File: src/rtl/multiplier_64.sv
// Iterative radix-4 Booth multiplier: WIDTH x WIDTH -> 2*WIDTH signed product, one Booth step per cycle.
// Optional MULTIPLIER_64_UNSIGNED_EN adds an is_unsigned port (operands widened by 2 bits, one extra step).
module multiplier_64 #(
   parameter int WIDTH = 64
) (
   input  logic                 clk,
   input  logic                 rst_n,
   input  logic                 start,
`ifdef MULTIPLIER_64_UNSIGNED_EN
   input  logic                 is_unsigned,
`endif
   input  logic [WIDTH-1:0]     a,
   input  logic [WIDTH-1:0]     b,
   output logic                 busy,
   output logic                 done,
   output logic [2*WIDTH-1:0]   prod
);

`ifdef MULTIPLIER_64_UNSIGNED_EN
   localparam int XW = WIDTH + 2;
`else
   localparam int XW = WIDTH;
`endif
   // Accumulator carries two guard bits so that -2A of the most negative operand cannot wrap.
   localparam int UW    = XW + 2;
   localparam int STEPS = XW / 2;
   localparam int CW    = $clog2(STEPS + 1);

   typedef enum logic [1:0] {
      IDLE = 2'd0,
      RUN  = 2'd1,
      DONE = 2'd2
   } state_t;

   state_t              state_q, state_d;
   logic [UW-1:0]       mcand_q, mcand_d;
   logic [UW-1:0]       upper_q, upper_d;
   logic [XW-1:0]       lower_q, lower_d;
   logic                ext_q, ext_d;
   logic [CW-1:0]       cnt_q, cnt_d;
   logic                busy_q, busy_d;
   logic                done_q, done_d;
   logic [2*WIDTH-1:0]  prod_q, prod_d;

   logic [XW-1:0]       a_ext, b_ext;
   logic [UW-1:0]       pp, sum;
   logic [UW+XW-1:0]    full;

`ifdef MULTIPLIER_64_UNSIGNED_EN
   always_comb begin
      a_ext = is_unsigned ? {2'b00, a} : {{2{a[WIDTH-1]}}, a};
      b_ext = is_unsigned ? {2'b00, b} : {{2{b[WIDTH-1]}}, b};
   end
`else
   always_comb begin
      a_ext = a;
      b_ext = b;
   end
`endif

   always_comb begin
      pp = '0;
      case ({lower_q[1:0], ext_q})
         3'b001, 3'b010: pp = mcand_q;
         3'b011:         pp = mcand_q << 1;
         3'b100:         pp = -(mcand_q << 1);
         3'b101, 3'b110: pp = -mcand_q;
         default:        pp = '0;
      endcase
      sum  = upper_q + pp;
      full = {upper_q, lower_q};
   end

   always_comb begin
      state_d = state_q;
      mcand_d = mcand_q;
      upper_d = upper_q;
      lower_d = lower_q;
      ext_d   = ext_q;
      cnt_d   = cnt_q;
      busy_d  = busy_q;
      done_d  = 1'b0;
      prod_d  = prod_q;
      case (state_q)
         IDLE: begin
            // The cycle carrying the done pulse is still part of the completing operation.
            if (start && !done_q) begin
               mcand_d = {{2{a_ext[XW-1]}}, a_ext};
               upper_d = '0;
               lower_d = b_ext;
               ext_d   = 1'b0;
               cnt_d   = '0;
               busy_d  = 1'b1;
               state_d = RUN;
            end
         end
         RUN: begin
            upper_d = {{2{sum[UW-1]}}, sum[UW-1:2]};
            lower_d = {sum[1:0], lower_q[XW-1:2]};
            ext_d   = lower_q[1];
            cnt_d   = cnt_q + 1'b1;
            if (cnt_q == CW'(STEPS - 1)) begin
               state_d = DONE;
            end
         end
         DONE: begin
            prod_d  = full[2*WIDTH-1:0];
            done_d  = 1'b1;
            busy_d  = 1'b0;
            state_d = IDLE;
         end
         default: state_d = IDLE;
      endcase
   end

   always_ff @(posedge clk or negedge rst_n) begin
      if (!rst_n) begin
         state_q <= IDLE;
      end else begin
         state_q <= state_d;
      end
   end

   always_ff @(posedge clk or negedge rst_n) begin
      if (!rst_n) begin
         mcand_q <= '0;
         upper_q <= '0;
         lower_q <= '0;
         ext_q   <= 1'b0;
         cnt_q   <= '0;
         busy_q  <= 1'b0;
         done_q  <= 1'b0;
         prod_q  <= '0;
      end else begin
         mcand_q <= mcand_d;
         upper_q <= upper_d;
         lower_q <= lower_d;
         ext_q   <= ext_d;
         cnt_q   <= cnt_d;
         busy_q  <= busy_d;
         done_q  <= done_d;
         prod_q  <= prod_d;
      end
   end

   assign busy = busy_q;
   assign done = done_q;
   assign prod = prod_q;

endmodule

File: config.mk
export PLATFORM = sky130hd
export DESIGN_NAME = multiplier_64
export DESIGN_NICKNAME = d
export VERILOG_FILES = /design/src/rtl/multiplier_64.sv
export SDC_FILE = /design/constraint.sdc
export NUM_CORES = 1
export LEC_CHECK = 0
export ABC_CLOCK_PERIOD_IN_PS = 9100
export CORE_MARGIN = 8
export CORE_UTILIZATION = 40
export DETAILED_ROUTE_END_ITERATION = 16
export DONT_BUFFER_PORTS = 1
export SYNTH_ARGS = -nofsm -noshare
export SYNTH_HDL_FRONTEND = slang
export SYNTH_SLANG_ARGS = --single-unit
export TNS_END_PERCENT = 100
File: constraint.sdc
create_clock -name clk -period 9.1 [get_ports clk]
set_clock_uncertainty 0.05 [all_clocks]
set_input_delay 1.365 -clock clk [delete_from_list [all_inputs] [get_ports clk]]
set_output_delay 1.365 -clock clk [all_outputs]
set_load 0.005 [all_outputs]
==> flow_summary.ini, run 1 <==
[layout]
synthToLayoutAreaGrowth_pct = 8.23
fillCellCount = 5018
fin_area_mm2 = 0.0217
layout.cells.most_common_list = nand2_1 (796), dfrtp_1 (328), nor2_1 (217)
drive_above_1_share_pct = 5.16
regArea_mm2 = 0.00829
layout_commonest_cell = nand2_1
final_nets = 2619
multi_input_comb_area_mm2 = 0.0110
diodes = 0

[global_route]
grt_pass1_wl_mm = 102
antenna_found_initial = 2
grt_pass1_vias = 16943
grt_max_degree = 332
grt_usage_pct = 22.2
gr-total-overflow = 0

[worst_setup_path]
r2r_slack_ns = 2.54
r2r_cells = 18
worstReg2RegStart = lower_q[1]$_DFFE_PN0P_
cp_num_buf_inv = 2
crit_slowest_cell = o31ai_1
critPathCaptureType = flop
start_kind = flop
worst-endpoint-arrival_ns = 6.98
cp.required_ns = 9.53
crit_type = reg2reg
cp_cell_sequence = buf_4, nor2_1, buf_4, nand2_1, o311ai_0, o21ai_0, o21ai_0, ha_1, o211ai_1, a21oi_1, o22ai_1, o31ai_1, a32oi_1, or4_1, a21oi_1, o22ai_1, xor2_1, o21ai_0
r2r_end = upper_q[60]$_DFFE_PN0P_
cpMostUsedCell = o21ai_0
crit_path_max_fanout = 39
max_stage_delay_ns = 1.00
critPathTopFamily = compound AO/OA/AOI/OAI gates

[clock_network]
cts_made_buffers = 39
cts_buffer_depth = 3
cts_sinks = 331
cts_tree = built
htree_levels = 2
hold_buffers = 0
post-cts-setup-buffers = 0
clk_pin_slew_ns = 0.06
clk_latency_ns = 0.59
cts_root_buf = clkbuf_16
ctsResizeCount = 0

[route]
wl_per_cell_um = 20.9
ant_nets = 0
wirelength_mm = 65.0
drtIter0Drc = 1976
via_count = 17825
drcViolationCount = 0
avgViaCountPerCell = 5.72
drtPass1Iterations = 6

[sta]
maxSlewHeadroom_pct = 20.4
hold_viol_final = 0
tightest_slew_ns = 1.18
grt_setup_unrepaired = no
fin_crit_sh_pct = 72.0
tns_ns = 0
period_needed_ns = 6.56
drv_slew = 0
setup-violations-final = 0
fmax_mhz = 153
fin_hold_ws_ns = 0.432

[synth]
synth_edf_count = 0
synthArstFlopShare_pct = 100
syn_area_mm2 = 0.0200
synth_warnings = 0
synth_seq_cells = 331
yosys_most_used_dff = dfrtp_1
syn_nets = 2731
yosysUniqueCellTypes = 77
syn_area_per_cell_um2 = 7.91
synth_cells = 2532
yosysSeqAreaShare_pct = 41.4

[power_and_ir_drop]
total_power_mw = 10.6
powerDensity_mw_per_mm2 = 488
power_leakage_nw = 9.72
ir_drop_mv = 0.161

[place]
place_congestion = 0.909
port_buffers = 0
placed_area_mm2 = 0.0204
dp.final_hpwl_mm = 46.0

[floorplan]
fp.dieW_um = 240
initial_core_util_pct = 40.2
fp.dieH_um = 240
core_area_mm2 = 0.0498
num_rows = 82
io_pins = 261
die_area_mm2 = 0.0575

[run_status]
status = completed

[run]
maxCapViolations = 0

[hold_path]
worstHoldPathType = in2async
==> worst max-delay path by stage <==
stage                                 start                 endpoint  slack (ns)  cells past startpoint
floorplan           mcand_q[20]$_DFFE_PN0P_  upper_q[59]$_DFFE_PN0P_        3.73                     19
global placement    mcand_q[20]$_DFFE_PN0P_  upper_q[61]$_DFFE_PN0P_        2.80                     20
detailed placement  mcand_q[20]$_DFFE_PN0P_  upper_q[61]$_DFFE_PN0P_        2.65                     20
CTS                 mcand_q[20]$_DFFE_PN0P_  upper_q[61]$_DFFE_PN0P_        2.61                     20
global route        mcand_q[20]$_DFFE_PN0P_  upper_q[61]$_DFFE_PN0P_        2.12                     20
finish               lower_q[1]$_DFFE_PN0P_  upper_q[60]$_DFFE_PN0P_        2.54                     18
==> logic make-up after synthesis <==
kind of cell | count (synthesis) | synth area share [%]
multiplexers | 18 | 0.963
AND/OR/NAND/NOR | 1229 | 26.0
buffers and inverters | 193 | 3.63
XOR/XNOR | 150 | 6.56
adder cells (fa/ha/maj) | 68 | 4.29
flip-flops | 331 | 41.4
AO/OA/AOI/OAI | 543 | 17.2
==> power by group <==
part / internal (mW) / leakage [nW] / switching (mW)
registers: 2.19 / 3.92 / 0.792
logic: 2.35 / 5.17 / 3.67
clock network: 0.931 / 0.631 / 0.651
total: 5.47 / 9.72 / 5.11
==> worst reg2reg max path: stages (launching register included) <==
cell and delay (ns):
dfrtp_2 0.86, buf_4 0.53, nor2_1 0.08, buf_4 0.29, nand2_1 0.61, o311ai_0 0.26
o21ai_0 0.12, o21ai_0 0.17, ha_1 0.44, o211ai_1 0.11, a21oi_1 0.21, o22ai_1 0.18
o31ai_1 1.00, a32oi_1 0.33, or4_1 0.58, a21oi_1 0.20, o22ai_1 0.12, xor2_1 0.15
o21ai_0 0.16
==> flip-flops by register name, indices dropped and copies added (netlist names) <==
register and flops:
mcand_q 64, lower_q 64, ext_q 1, upper_q 64, cnt_q 6, state_q 2, busy 1, prod 128
done 1
==> stage by stage <==
stage / cells / util (%) / setup WS, ns
6_report: 3116 / 43.5 / 2.54
5_1_grt: 3116 / 43.5 / 2.12
4_1_cts: 3116 / 43.5 / 2.61
3_5_place_dp: 3051 / 41.0 / 2.65
3_3_place_gp: 3051 / 41.0 / 2.80
2_1_floorplan: 2532 / - / 3.73
==> per-layer routing <==
metal  global-route usage (%)  up-vias  part of all wire, %  routed length [um]
li1                         -     8466                    -                   -
met1                     32.1     8631                   46               29800
met2                     33.7      621                   45               29000
met3                     3.92      103                  7.0                4540
met4                     6.58        4                  2.6                1670
met5                        0        -                0.042                  27
==> area by class of cell <==
type	instances	area share, %
multi-input combinational	2008	51.0
sequential	331	38.3
inverter	24	0.427
timing repair buffer	16	0.554
clock buffer	54	5.23
clock inverter	11	0.687
tap	672	3.88
==> Yosys cell counts, types with 8 or more instances <==
library cell  number  area [um2]
a21o_1            35         263
a21oi_1          111         556
a221oi_1          33         289
a22oi_1           25         188
a31oi_1           26         163
and2_1            11        68.8
buf_1             14        52.6
clkbuf_1         153         574
dfrtp_1          331        8280
ha_1              67         838
inv_1             21        78.8
mux2_2            10         113
mux2i_1            8        80.1
nand2_1          797        2990
nand2b_1          14        87.6
nand3_1           39         195
nand4_1           17         106
nor2_1           218         818
nor2b_1            8        50.1
nor3_1            30         150
nor4_1            15        93.8
o211ai_1           9        67.6
o21a_1            12        90.1
o21ai_0          152         761
o21bai_1          10        75.1
o221ai_1           9        78.8
o22ai_1           65         407
o31ai_1            9        67.6
or2_2              8        50.1
or3_1             23         144
or4_1             14         105
xnor2_1           78         683
xor2_1            72         631
(Power assumes the default switching activity.)
==> inputs of run 2 (changes only) <==
Settings changed: ABC_CLOCK_PERIOD_IN_PS 9100 to 6550.
Clock period 9.1 ns to 6.55 ns, I/O delays scaled along.
==> run 2 against run 1 <==
  * Non-clock buffer count increased by 11
  * Utilization grew 0.15 points
  * Via count down 0.47%
  * Cell count up 0.55%
  * Setup slack got worse by 2.2 ns
  * Combinational power is 40% higher
  * Critical endpoint is now upper_q[61]$_DFFE_PN0P_
  * First-iteration DRC count is 16% lower
  * Register-to-register slack got worse by 2.2 ns
==> flow_summary.ini, run 2 (synthesized netlist as in run 1, its figures left out) <==
[layout]
diodes = 0
finalNonFillerCells = 3133
largest_reg_flops = 128
final_nets = 2630
post-route-util_pct = 43.7
fillCellCount = 4937
drive_above_1_share_pct = 5.53
layout_commonest_cell = nand2_1
synthToLayoutAreaGrowth_pct = 8.61
layout.cells.most_common_list = nand2_1 (796), dfrtp_1 (328), nor2_1 (217)

[floorplan]
initial_core_util_pct = 40.2
io_pins = 261
num_rows = 82
fp.dieW_um = 240
fp.dieH_um = 240
core_area_mm2 = 0.0498
die_area_mm2 = 0.0575

[worst_setup_path]
r2r_cells = 21
r2r_end = upper_q[61]$_DFFE_PN0P_
crit_type = reg2reg
crit_path_max_fanout = 8
worst-endpoint-arrival_ns = 6.54
critPathCaptureType = flop
max_stage_delay_ns = 0.58
r2r_slack_ns = 0.37
worstReg2RegStart = mcand_q[20]$_DFFE_PN0P_
start_kind = flop
cp.required_ns = 6.90
cp_cell_sequence = or4_4, nor4b_4, nand4_4, or4_1, or2_1, nor4_1, xnor2_1, a21oi_1, o21a_1, a21oi_1, ha_1, nand2_1, nor2_1, a211oi_1, o221ai_1, a221oi_1, nand2_1, a31oi_1, o41ai_1, xnor2_1, o21ai_0
crit_slowest_cell = or4_4

[power_and_ir_drop]
power_leakage_nw = 9.74
powerDensity_mw_per_mm2 = 677
ir_drop_mv = 0.239

[route]
avgViaCountPerCell = 5.66
ant_nets = 0
wl_per_cell_um = 20.6
wirelength_mm = 64.7
via_count = 17741
drcViolationCount = 0
drtPass1Iterations = 6
drtIter0Drc = 1668

[clock_network]
cts_buffer_depth = 3
ctsResizeCount = 0
hold_buffers = 0
cts_tree = built
cts_made_buffers = 39
clk_latency_ns = 0.58
cts_root_buf = clkbuf_16
cts_sinks = 331
htree_levels = 2
post-cts-setup-buffers = 0
clk_pin_slew_ns = 0.07

[sta]
fin_crit_sh_pct = 94.4
fmax_mhz = 162
setup-violations-final = 0
maxSlewHeadroom_pct = 31.6
tightest_slew_ns = 1.03
drv_slew = 0
hold_viol_final = 0
period_needed_ns = 6.18
tns_ns = 0
grt_setup_unrepaired = no

[run_status]
status = completed

[place]
placedCellCount = 3062
place_congestion = 0.901
dp.final_hpwl_mm = 46.3
port_buffers = 0

[global_route]
antenna_found_initial = 0
gr-total-overflow = 0
grt_max_degree = 332
grt_pass1_wl_mm = 100
grt_usage_pct = 21.9
grt_pass1_vias = 16856

[hold_path]
worstHoldPathType = in2async

[run]
maxCapViolations = 0
-- run 2: cell types whose count changed in the layout (fill, tap and decap cells not counted), sizes merged --
cell / change
buf: +11
clkinv: -2
clkbuf: +4
clkinvlp: +4
-- run 2: layout make-up --
type	instances	area [um2]	share of cell area, %
Clock inverter	13	165	0.760
Multi-Input combinational cell	2008	11000	50.8
Timing Repair Buffer	27	203	0.932
Inverter	24	92.6	0.426
Sequential cell	331	8290	38.1
Tap cell	672	841	3.87
Clock buffer	58	1110	5.09
-- run 2: worst max-delay path by stage --
stage                            start                      end  slack [ns]  cells past startpoint
2_1_floorplan  mcand_q[20]$_DFFE_PN0P_  upper_q[59]$_DFFE_PN0P_        1.18                     19
3_3_place_gp   mcand_q[20]$_DFFE_PN0P_  upper_q[61]$_DFFE_PN0P_        0.59                     20
3_5_place_dp   mcand_q[20]$_DFFE_PN0P_  upper_q[61]$_DFFE_PN0P_        0.44                     21
4_1_cts        mcand_q[20]$_DFFE_PN0P_  upper_q[61]$_DFFE_PN0P_        0.43                     21
5_1_grt        mcand_q[20]$_DFFE_PN0P_  upper_q[61]$_DFFE_PN0P_       0.001                     21
6_report       mcand_q[20]$_DFFE_PN0P_  upper_q[61]$_DFFE_PN0P_        0.37                     21
-- run 2: critical path: cells and delay by family (launching register included) --
family          cells  cell delay, ns
xor+xnor            2            0.36
simple gates        9            2.74
compound gates      9            2.01
fa+ha+maj           1            0.40
flops               1            0.45
-- run 2: routing by layer --
layer / part of all wire [%] / global-route usage (%)
met5: 0 / 0
met4: 2.3 / 5.84
met3: 7.7 / 5.35
met2: 45 / 33.8
met1: 45 / 30.4
-- run 2: stage by stage --
stage	total power [mW]	cell area (um2)	worst slack, ns	hold slack, ns
2_1_floorplan	10.1	20000	1.18	0.406
3_3_place_gp	12.3	20500	0.594	0.424
3_5_place_dp	12.4	20500	0.436	0.430
4_1_cts	14.7	21700	0.433	0.0185
5_1_grt	16.0	21700	0.00105	0.0293
6_report	14.7	21700	0.368	0.0537
-- run 2: power by group --
part | internal, mW | switching, mW
Sequential | 3.04 | 1.08
Clock | 1.27 | 0.928
Combinational | 3.31 | 5.10
